## config.mk

```make
export PLATFORM = sky130hd
export DESIGN_NAME = fb_scanout_reader
export DESIGN_NICKNAME = d
export VERILOG_FILES = /design/src/rtl/fb_pkg.sv /design/src/rtl/fb_line_fifo.sv /design/src/rtl/fb_scanout_reader.sv
export SDC_FILE = /design/constraint.sdc
export NUM_CORES = 1
export LEC_CHECK = 0
export BUFFER_PORTS_ARGS = -buffer_cell sky130_fd_sc_hd__buf_2
export CAP_MARGIN = 25
export CORE_MARGIN = 4
export CORE_UTILIZATION = 40
export CTS_BUF_LIST = sky130_fd_sc_hd__clkbuf_16
export DETAILED_ROUTE_END_ITERATION = 8
export HOLD_SLACK_MARGIN = 0.02
export PLACE_DENSITY = 0.52
export SLEW_MARGIN = 25
export SYNTH_ARGS = -nofsm -noshare
export SYNTH_HDL_FRONTEND = slang
export SYNTH_HIERARCHICAL = 1
export SYNTH_SLANG_ARGS = --single-unit
export TNS_END_PERCENT = 10
```

## constraint.sdc

```tcl
create_clock -name Clk -period 3.1 [get_ports Clk]
set_input_delay 0.155 -clock Clk [delete_from_list [all_inputs] [get_ports Clk]]
set_output_delay 0.155 -clock Clk [all_outputs]
set_load 0.01 [all_outputs]
```

## src/rtl/fb_pkg.sv

```systemverilog
// Shared definitions for the frame-buffer scan-out path.
// Holds the video geometry constants, the scan FSM state type, the pixel
// word type and the line base-address helper.
package fb_pkg;

  localparam int H_PIXELS    = 640;
  localparam int V_LINES     = 480;
  localparam int FRAME_WORDS = 307200;

  typedef enum logic [1:0] {IDLE, FETCH, DRAIN} scan_state_t;

  typedef logic [15:0] pixel_t;

  // Word offset of the first pixel of line y: y*640 as (y<<9)+(y<<7).
  // The largest value (479*640) fits comfortably in 19 bits.
  function automatic logic [18:0] line_base(input logic [8:0] y);
    logic [18:0] y_w;
    y_w = {10'd0, y};
    return (y_w << 9) + (y_w << 7);
  endfunction

endpackage

```

## src/rtl/fb_line_fifo.sv

```systemverilog
// Synchronous first-word-fall-through prefetch FIFO for scan-out pixels.
// Ports:
//   Clk, Reset    clock and synchronous active-high reset
//   flush         empties the FIFO this cycle (push/pop ignored)
//   push/push_data  write one word (dropped if full and no pop)
//   pop           remove head word (ignored when empty)
//   head          current head word (valid while !empty)
//   count/empty/full  occupancy status
module fb_line_fifo
  import fb_pkg::*;
#(
  parameter int FIFO_DEPTH = 16
) (
  input  logic                           Clk,
  input  logic                           Reset,
  input  logic                           flush,
  input  logic                           push,
  input  pixel_t                         push_data,
  input  logic                           pop,
  output pixel_t                         head,
  output logic [$clog2(FIFO_DEPTH):0]    count,
  output logic                           empty,
  output logic                           full
);

  localparam int AW    = $clog2(FIFO_DEPTH);
  localparam int CNT_W = AW + 1;

  pixel_t             mem_r [FIFO_DEPTH];
  logic [AW-1:0]      wr_ptr_r;
  logic [AW-1:0]      rd_ptr_r;
  logic [CNT_W-1:0]   count_r;
  logic               do_pop_s;
  logic               do_push_s;

  assign empty     = (count_r == CNT_W'(0));
  assign full      = (count_r == CNT_W'(FIFO_DEPTH));
  assign count     = count_r;
  assign head      = mem_r[rd_ptr_r];
  assign do_pop_s  = pop && !empty;
  // A pop frees the slot in the same cycle, so a full FIFO may still accept.
  assign do_push_s = push && (!full || do_pop_s);

  // Pointer and occupancy bookkeeping; flush behaves like a reset.
  always_ff @(posedge Clk) begin
    if (Reset || flush) begin
      wr_ptr_r <= AW'(0);
      rd_ptr_r <= AW'(0);
      count_r  <= CNT_W'(0);
    end else begin
      if (do_push_s) wr_ptr_r <= wr_ptr_r + AW'(1);
      if (do_pop_s)  rd_ptr_r <= rd_ptr_r + AW'(1);
      case ({do_push_s, do_pop_s})
        2'b10:   count_r <= count_r + CNT_W'(1);
        2'b01:   count_r <= count_r - CNT_W'(1);
        default: count_r <= count_r;
      endcase
    end
  end

  // Storage array; contents are don't-care until written.
  always_ff @(posedge Clk) begin
    if (do_push_s && !flush) mem_r[wr_ptr_r] <= push_data;
  end

endmodule

```

## src/rtl/fb_scanout_reader.sv

```systemverilog
// Frame-buffer scan-out reader: fetches one video line of pixel words from
// the shared SRAM while the bus arbiter grants it and hands them to the
// colour mapper through a small FWFT prefetch FIFO. Read-only on the bus.
// Ports:
//   Clk, Reset            clock, synchronous active-high reset
//   frame_sel, line_start, line_y   line request (sampled on line_start)
//   pix_pop / pix_data / pix_valid  consumer side of the prefetch FIFO
//   underrun              sticky flag: pop seen while FIFO empty
//   sram_req / sram_gnt   shared-bus request and grant
//   SRAM_DQ_in            read data, one cycle after the address
//   CE, UB, LB, OE, WE    active-low SRAM strobes
//   ADDR                  SRAM word address {frame, offset}
module fb_scanout_reader
  import fb_pkg::*;
#(
  parameter int FIFO_DEPTH = 16,
  parameter int ADDR_W     = 20
) (
  input  logic              Clk,
  input  logic              Reset,
  input  logic              frame_sel,
  input  logic              line_start,
  input  logic [8:0]        line_y,
  input  logic              pix_pop,
  output pixel_t            pix_data,
  output logic              pix_valid,
  output logic              underrun,
  output logic              sram_req,
  input  logic              sram_gnt,
  input  logic [15:0]       SRAM_DQ_in,
  output logic              CE,
  output logic              UB,
  output logic              LB,
  output logic              OE,
  output logic              WE,
  output logic [ADDR_W-1:0] ADDR
);

  localparam int CNT_W = $clog2(FIFO_DEPTH) + 1;
  localparam int CRD_W = CNT_W + 1;
  localparam int OFF_W = ADDR_W - 1;

  scan_state_t       state_r;
  scan_state_t       state_s;
  logic              frame_r;
  logic [OFF_W-1:0]  base_r;
  logic [9:0]        issued_r;
  logic              inflight_r;
  logic              underrun_r;

  logic [CNT_W-1:0]  count_s;
  logic              empty_s;
  logic              full_s;
  pixel_t            head_s;
  logic              accept_s;
  logic              flush_s;
  logic              push_s;
  logic              rd_s;
  logic [CRD_W-1:0]  credit_s;

  assign accept_s = line_start && (line_y < 9'(V_LINES));
  // A line_start while busy aborts the line, valid line index or not.
  assign flush_s  = line_start && (state_r != IDLE);
  // Credit counts the word still on the bus so the FIFO can never overflow.
  assign credit_s = CRD_W'(count_s) + CRD_W'(inflight_r);
  // No read in a line_start cycle: the old line is being abandoned.
  assign rd_s     = (state_r == FETCH) && sram_gnt && !line_start && !full_s &&
                    (credit_s < CRD_W'(FIFO_DEPTH));
  // The word arriving during an abort cycle belongs to the old line.
  assign push_s   = inflight_r && !flush_s;

  fb_line_fifo #(.FIFO_DEPTH(FIFO_DEPTH)) u_fifo (
    .Clk       (Clk),
    .Reset     (Reset),
    .flush     (flush_s),
    .push      (push_s),
    .push_data (SRAM_DQ_in),
    .pop       (pix_pop),
    .head      (head_s),
    .count     (count_s),
    .empty     (empty_s),
    .full      (full_s)
  );

  // Next-state logic for the line fetch sequencer.
  always_comb begin
    state_s = state_r;
    case (state_r)
      IDLE: begin
        if (accept_s) state_s = FETCH;
        else          state_s = IDLE;
      end
      FETCH: begin
        if (line_start)                                      state_s = accept_s ? FETCH : IDLE;
        else if (rd_s && (issued_r == 10'(H_PIXELS - 1)))    state_s = DRAIN;
        else                                                 state_s = FETCH;
      end
      DRAIN: begin
        if (line_start) state_s = accept_s ? FETCH : IDLE;
        else            state_s = IDLE;
      end
      default: state_s = IDLE;
    endcase
  end

  // Sequencer state, line context, in-flight tracking and sticky underrun.
  always_ff @(posedge Clk) begin
    if (Reset) begin
      state_r    <= IDLE;
      frame_r    <= 1'b0;
      base_r     <= OFF_W'(0);
      issued_r   <= 10'd0;
      inflight_r <= 1'b0;
      underrun_r <= 1'b0;
    end else begin
      state_r    <= state_s;
      inflight_r <= rd_s;
      underrun_r <= underrun_r | (pix_pop & empty_s);
      if (accept_s) begin
        frame_r  <= frame_sel;
        base_r   <= OFF_W'(line_base(line_y));
        issued_r <= 10'd0;
      end else if (rd_s) begin
        issued_r <= issued_r + 10'd1;
      end
    end
  end

  assign sram_req  = (state_r == FETCH);
  assign pix_valid = !empty_s;
  assign pix_data  = empty_s ? 16'h0000 : head_s;
  assign underrun  = underrun_r;
  assign CE        = !rd_s;
  assign UB        = !rd_s;
  assign LB        = !rd_s;
  assign OE        = !rd_s;
  assign WE        = 1'b1;
  assign ADDR      = rd_s ? {frame_r, base_r + OFF_W'(issued_r)} : ADDR_W'(0);

endmodule

```

==> impl_metrics.tcl, run 1 <==
set metrics [dict create \
    status "complete, no violations" \
    syn_area_sq_um 12570 \
    rr_worst_depth 8 \
    reg2reg_to "u_fifo/count[4]$_SDFFE_PP0P_" \
    drt_iter0_markers 477 \
    slew_headroom_pct 54.00 \
    design.die.area_sq_um 34320 \
    grt_max_degree 65 \
    power_mw 9.944 \
    grt_pass1_wl_um 44940 \
    io_pins 75 \
    yosys_most_used_dff "edfxtp_1" \
    worst_pin_slew_ns 0.6893 \
    fin_skew_ns 0.008062 \
    start_util_pct 40.77 \
    grt_pass1_vias 7503 \
    yosysMostFrequentCell "edfxtp_1" \
    htree_levels 1 \
    ys_top_cells_by_area "edfxtp_1, mux4_2, dfxtp_1" \
    grt_overflow 0 \
    fin_setup_tns_ns 0 \
    rsz0062_at_grt "false" \
    hold_viol_final 0 \
    routed_wl_um 29440 \
    crit_fanout 4 \
    cts_hold_buf 26 \
    synth_xor_area_share_pct 1.742 \
    nets 949 \
    whs_endpoint "base_r[10]$_SDFFE_PP0P_" \
    synth_enable_flop_cells 256 \
    period_needed_ns 2.881 \
    r2r_start "u_fifo/count[0]$_SDFFE_PP0P_" \
    area_delta_synth_final_pct 18.62 \
    p_per_area_nw_per_um2 667.0 \
    yosysUniqueCellTypes 60 \
    max_freq_mhz 347.1 \
    dpl_worst_slack_ns 0.6067 \
    cts_buffers 31 \
    place_congestion 0.8389 \
    end_kind "output port" \
    antenna_cells 0 \
    synth.avg_cell_area_sq_um 16.28 \
    min_from "line_y[3]" \
    yosysWarnings 6 \
    setup_ws_ns 0.2194 \
    dr.pass1.iters 5 \
    synth-simple-area-share_pct 8.571 \
    syn_nets 825 \
    yosysTopAreaCell "edfxtp_1" \
    insertion_delay_ns 0.55 \
    worstHoldPathCells 4 \
    synth_cells 772 \
    ant_nets 0 \
    hp-class "in2reg" \
    synth_seq_cells 300 \
    required_ns 2.94 \
    layout-drive-gt1-share_pct 27.51 \
    postPlaceCellArea_sq_um 13620 \
    synth_compound_area_share_pct 5.316 \
    track_usage_pct 17.26 \
    postLayoutCellArea_sq_um 14910 \
    rrSetupSlack_ns 0.57 \
    place_hpwl_um 18030 \
    peakVddDrop_mv 0.5896 \
    cts_setup_buffers 0 \
    crit_arrival_ns 2.73 \
    fp-row-count 64 \
    drc_errors 0 \
    cts_resized 0 \
    finalMaxSlewViolations 0 \
    ys_top_cells_by_count "edfxtp_1, nor2_1, mux4_2" \
    clock_path_buffers 3 \
    async_reset_ff_share_pct 0 \
    critPathLaunchType "flip-flop" \
    path_clk_slew_ns 0.06 \
    synth_top_family_by_area "multiplexers" \
    synth_top_area_share_pct 61.16 \
    viasPerCell 5.512 \
    ys_seq_area_share_pct 68.17 \
    fin_crit_sh_pct 92.92 \
    antenna_found_initial 0 \
    synth_adder_area_share_pct 2.369 \
    portBuffers 73 \
    cellLeakagePower_nw 5.022 \
    dieWidth_um 185.3 \
    wl_per_cell_um 22.44 \
    root_buffer "clkbuf_16" \
    vias 7232 \
    core_sq_um 30830 \
    cts_tree "built" \
    synth_mux_area_share_pct 11.80 \
    cts.sinks 300 \
    critPathKind "reg2out" \
    drv_cap 0 \
    die_h_um 185.3 \
    setup_viol 0 \
]
==> cell families after synthesis <==
logic type | after synthesis
other cells | 1
compound gates | 95
buf+inv | 56
simple gates | 205
flops | 300
fa+ha+maj | 22
mux | 68
xor+xnor | 25
==> placed cells by master (no fill, tap or decap), drive strengths merged, types with 6 or more instances in the layout <==
cell type / instances
clkinv: 14
nor2b: 25
inv: 20
o21ai: 15
a211oi: 7
buf: 103
xnor2: 13
a22oi: 32
nor2: 65
nand3: 11
o211ai: 6
mux4: 64
dlygate4sd3: 26
nor3: 6
clkbuf: 31
a21oi: 17
xor2: 12
nand4: 6
nand2: 48
a21o: 6
ha: 19
dfxtp: 44
or3: 7
and2: 7
edfxtp: 256
==> worst max-delay path, cell delays in order, from the launching register on <==
cell and delay [ns]:
dfxtp_1 0.40, ha_1 0.20, inv_1 0.06, fa_1 0.38
nor2b_1 0.21, o21ai_0 0.25, or3_1 0.38, a21oi_1 0.14
buf_2 0.15
==> metal layers <==
metal | part of all wire, % | GRT usage (%)
met4 | 2.7 | 4.874
met3 | 4.6 | 2.298
met1 | 44 | 23.99
met5 | 0 | 0
met2 | 48 | 28.75
==> power by group <==
group | switching [mW] | internal, mW | total, mW
sequential | 0.113 | 4.43 | 4.54
combinational | 0.911 | 0.755 | 1.67
clock | 1.50 | 2.23 | 3.73
==> through the flow <==
stage / instances / hold slack (ns) / util [%]
after floorplan: 772 / 0.2539 / -
after global placement: 1233 / 0.4100 / 44.19
after detailed placement: 1233 / 0.4229 / 44.19
after CTS: 1312 / 0.07765 / 48.36
after global routing: 1312 / 0.1582 / 48.36
final: 1312 / 0.1133 / 48.36
==> state kept, by name, indices dropped and copies added, names as in the netlist, named ones only <==
signal,count
state_r,2
underrun,1
u_fifo/count,5
u_fifo/rd_ptr_r,4
u_fifo/wr_ptr_r,4
issued_r,10
u_fifo/mem_r,256
base_r,12
inflight_r,1
frame_r,1
==> how the worst max path moves through the flow <==
stage | from | end | cells past startpoint
6_report | issued_r[7]$_SDFFE_PP0P_ | ADDR[17] | 8
5_1_grt | flip-flop | pix_data[1] | 6
4_1_cts | flip-flop | pix_data[1] | 6
3_5_place_dp | u_fifo/count[0]$_SDFFE_PP0P_ | u_fifo/count[4]$_SDFFE_PP0P_ | 8
3_3_place_gp | u_fifo/count[0]$_SDFFE_PP0P_ | u_fifo/count[4]$_SDFFE_PP0P_ | 8
2_1_floorplan | state_r[1]$_SDFF_PP0_ | u_fifo/count[4]$_SDFFE_PP0P_ | 10
==> final cells by class <==
cell class	instances	area, sq um
fillers	2598	15920
multi-input cells	416	3791
clock buffers	31	775.7
well taps	396	495.5
flip-flops and latches	300	8573
clock inverters	22	249.0
inverters	18	72.57
repair buffers	129	950.9
No activity file was read; power rests on OpenSTA's default activity.
==> run 2, diff against run 1 <==
Settings changed: CORE_UTILIZATION 40 to 42, PLACE_DENSITY 0.52 to 0.57.
Clock period 3.1 ns to 2.5 ns, I/O delays scaled along.
==> run 2 against run 1 <==
Global-route usage rose by 0.17 points. Largest cell class unchanged. Critical endpoint is now pix_data[14]. Critical path depth did not move. Flip-flop and latch count unchanged.
==> impl_metrics.tcl, run 2 (synthesis gave the netlist of run 1 again) <==
set metrics [dict create \
    place_hpwl_um 17440 \
    fin_crit_sh_pct 99.90 \
    stdcell_count 1340 \
    drv_cap 0 \
    final_cell_mix "edfxtp_1, buf_2, mux4_2, nand2_1, nor2_1" \
    drc_errors 0 \
    viasPerCell 5.366 \
    hold_viol_final 0 \
    worst_pin_slew_ns 1.033 \
    clock_path_buffers 3 \
    vias 7191 \
    dpl_worst_slack_ns 0.1300 \
    drt_iter0_markers 515 \
    start_util_pct 42.52 \
    end_kind "output port" \
    dr.pass1.iters 7 \
    setup_viol 0 \
    largest_reg_flops 256 \
    cts.sinks 300 \
    die_h_um 181.0 \
    core_sq_um 29560 \
    dieWidth_um 181.0 \
    htree_levels 1 \
    peakVddDrop_mv 0.5449 \
    grt_max_degree 25 \
    setup_ws_ns 0.002559 \
    grt_overflow 0 \
    antenna_found_initial 0 \
    antenna_cells 0 \
    max_freq_mhz 400.4 \
    nets 979 \
    track_usage_pct 17.43 \
    status "complete, no violations" \
    insertion_delay_ns 0.57 \
    period_needed_ns 2.497 \
    cts_tree "built" \
    reg.largest.list "u_fifo/mem_r: 256 flops, base_r: 12 flops, issued_r: 10 flops" \
    fin_setup_tns_ns 0 \
    gr-usage-met3_pct 2.154 \
    critPathKind "reg2out" \
    place_congestion 0.7792 \
    wl_per_cell_um 21.26 \
    area_delta_synth_final_pct 22.42 \
    hp-class "in2reg" \
    fp-row-count 63 \
    layout_commonest_cell "edfxtp_1" \
    p_per_area_nw_per_um2 800.0 \
    grt_busiest_layer "met2" \
    layout-drive-gt1-share_pct 33.58 \
    io_pins 75 \
    ant_nets 0 \
    nFillCells 2428 \
    largest-register "u_fifo/mem_r" \
    met2_usage_pct 29.64 \
    path_clk_slew_ns 0.06 \
    portBuffers 73 \
    routed_wl_um 28490 \
    design.die.area_sq_um 32760 \
    cts_buffers 31 \
    crit_fanout 6 \
    fin_skew_ns 0.01201 \
    required_ns 2.38 \
    slew_headroom_pct 31.07 \
    root_buffer "clkbuf_16" \
    grt_pass1_vias 7490 \
    crit_arrival_ns 2.37 \
    finalMaxSlewViolations 0 \
    cellLeakagePower_nw 5.163 \
    placed_cells_incl_taps 1239 \
    rsz0062_at_grt "true" \
    critPathLaunchType "flip-flop" \
    power_mw 12.31 \
    grt_pass1_wl_um 44620 \
    gr-usage-met1_pct 24.24 \
]
-- run 2: cell types whose count changed in the layout (fill, tap and decap cells not counted), moves of 4 or more --
| cell | change |
|---|---|
| a22oi_1 | -21 |
| a22oi_2 | +21 |
| buf_4 | +20 |
| nor2_4 | +8 |
| clkinv_1 | +7 |
| dfxtp_1 | -6 |
| bufinv_16 | -5 |
| nor2_2 | -5 |
| clkinv_2 | -4 |
-- run 2: critical path: stages (launching register included) --
cell and delay [ns]:
dfxtp_4 0.36, buf_12 0.15, buf_8 0.13, buf_6 0.09
mux4_2 0.49, a22oi_2 0.20, nand2_1 0.10, nor2b_1 0.14
buf_2 0.14
-- run 2: final cells by class --
cell class / instances / area (sq um) / share of cell area [%]
Clock buffer: 31 / 775.7 / 5.042
Multi-Input combinational cell: 417 / 4039 / 26.25
Inverter: 18 / 82.58 / 0.5367
Tap cell: 390 / 488.0 / 3.172
Sequential cell: 300 / 8588 / 55.82
Timing Repair inverter: 1 / 11.26 / 0.07319
Clock inverter: 26 / 157.7 / 1.025
Timing Repair Buffer: 157 / 1244 / 8.083
-- run 2: path summary, 6_finish.rpt --
kind | start | cells past startpoint | slack, ns | endpoint
setup / recovery | flip-flop | 8 | 0.003 | pix_data[14]
hold / removal | line_y[3] | 4 | 0.03 | base_r[10]$_SDFFE_PP0P_
hold reg to reg | base_r[9]$_SDFFE_PP0P_ | 2 | 0.46 | base_r[9]$_SDFFE_PP0P_
setup reg to reg | u_fifo/count[1]$_SDFFE_PP0P_ | 8 | 0.04 | u_fifo/count[4]$_SDFFE_PP0P_
-- run 2: per-layer routing --
layer | part of all wire [%] | vias to the layer above
met3 | 3.7 | 49
met5 | 0 | -
li1 | - | 3337
met4 | 2.4 | 0
met1 | 44 | 3649
met2 | 50 | 156
-- run 2: metrics by stage --
stage                     cell area (sq um)  hold WS [ns]  utilization, %
after floorplan                       12570        0.2239               -
after global placement                13710        0.3727           46.37
after detailed placement              13720        0.3756           46.42
after CTS                             15240       0.02494           51.56
after global routing                  15390       0.04986           52.05
final                                 15390       0.03463           52.05
-- run 2: repair_timing --
action	CTS	global route
cloned	4	0
setup endpoints to repair	40	37
hold buffers	27	0
hold endpoints to repair	268	0
gates resized for setup	42	26
setup buffers	9	6
pin swaps	9	18
-- run 2: report_power, final --
part | switching [mW] | internal (mW)
clock network | 1.93 | 2.28
registers | 0.0783 | 5.50
logic | 1.30 | 1.21
total | 3.32 | 8.99
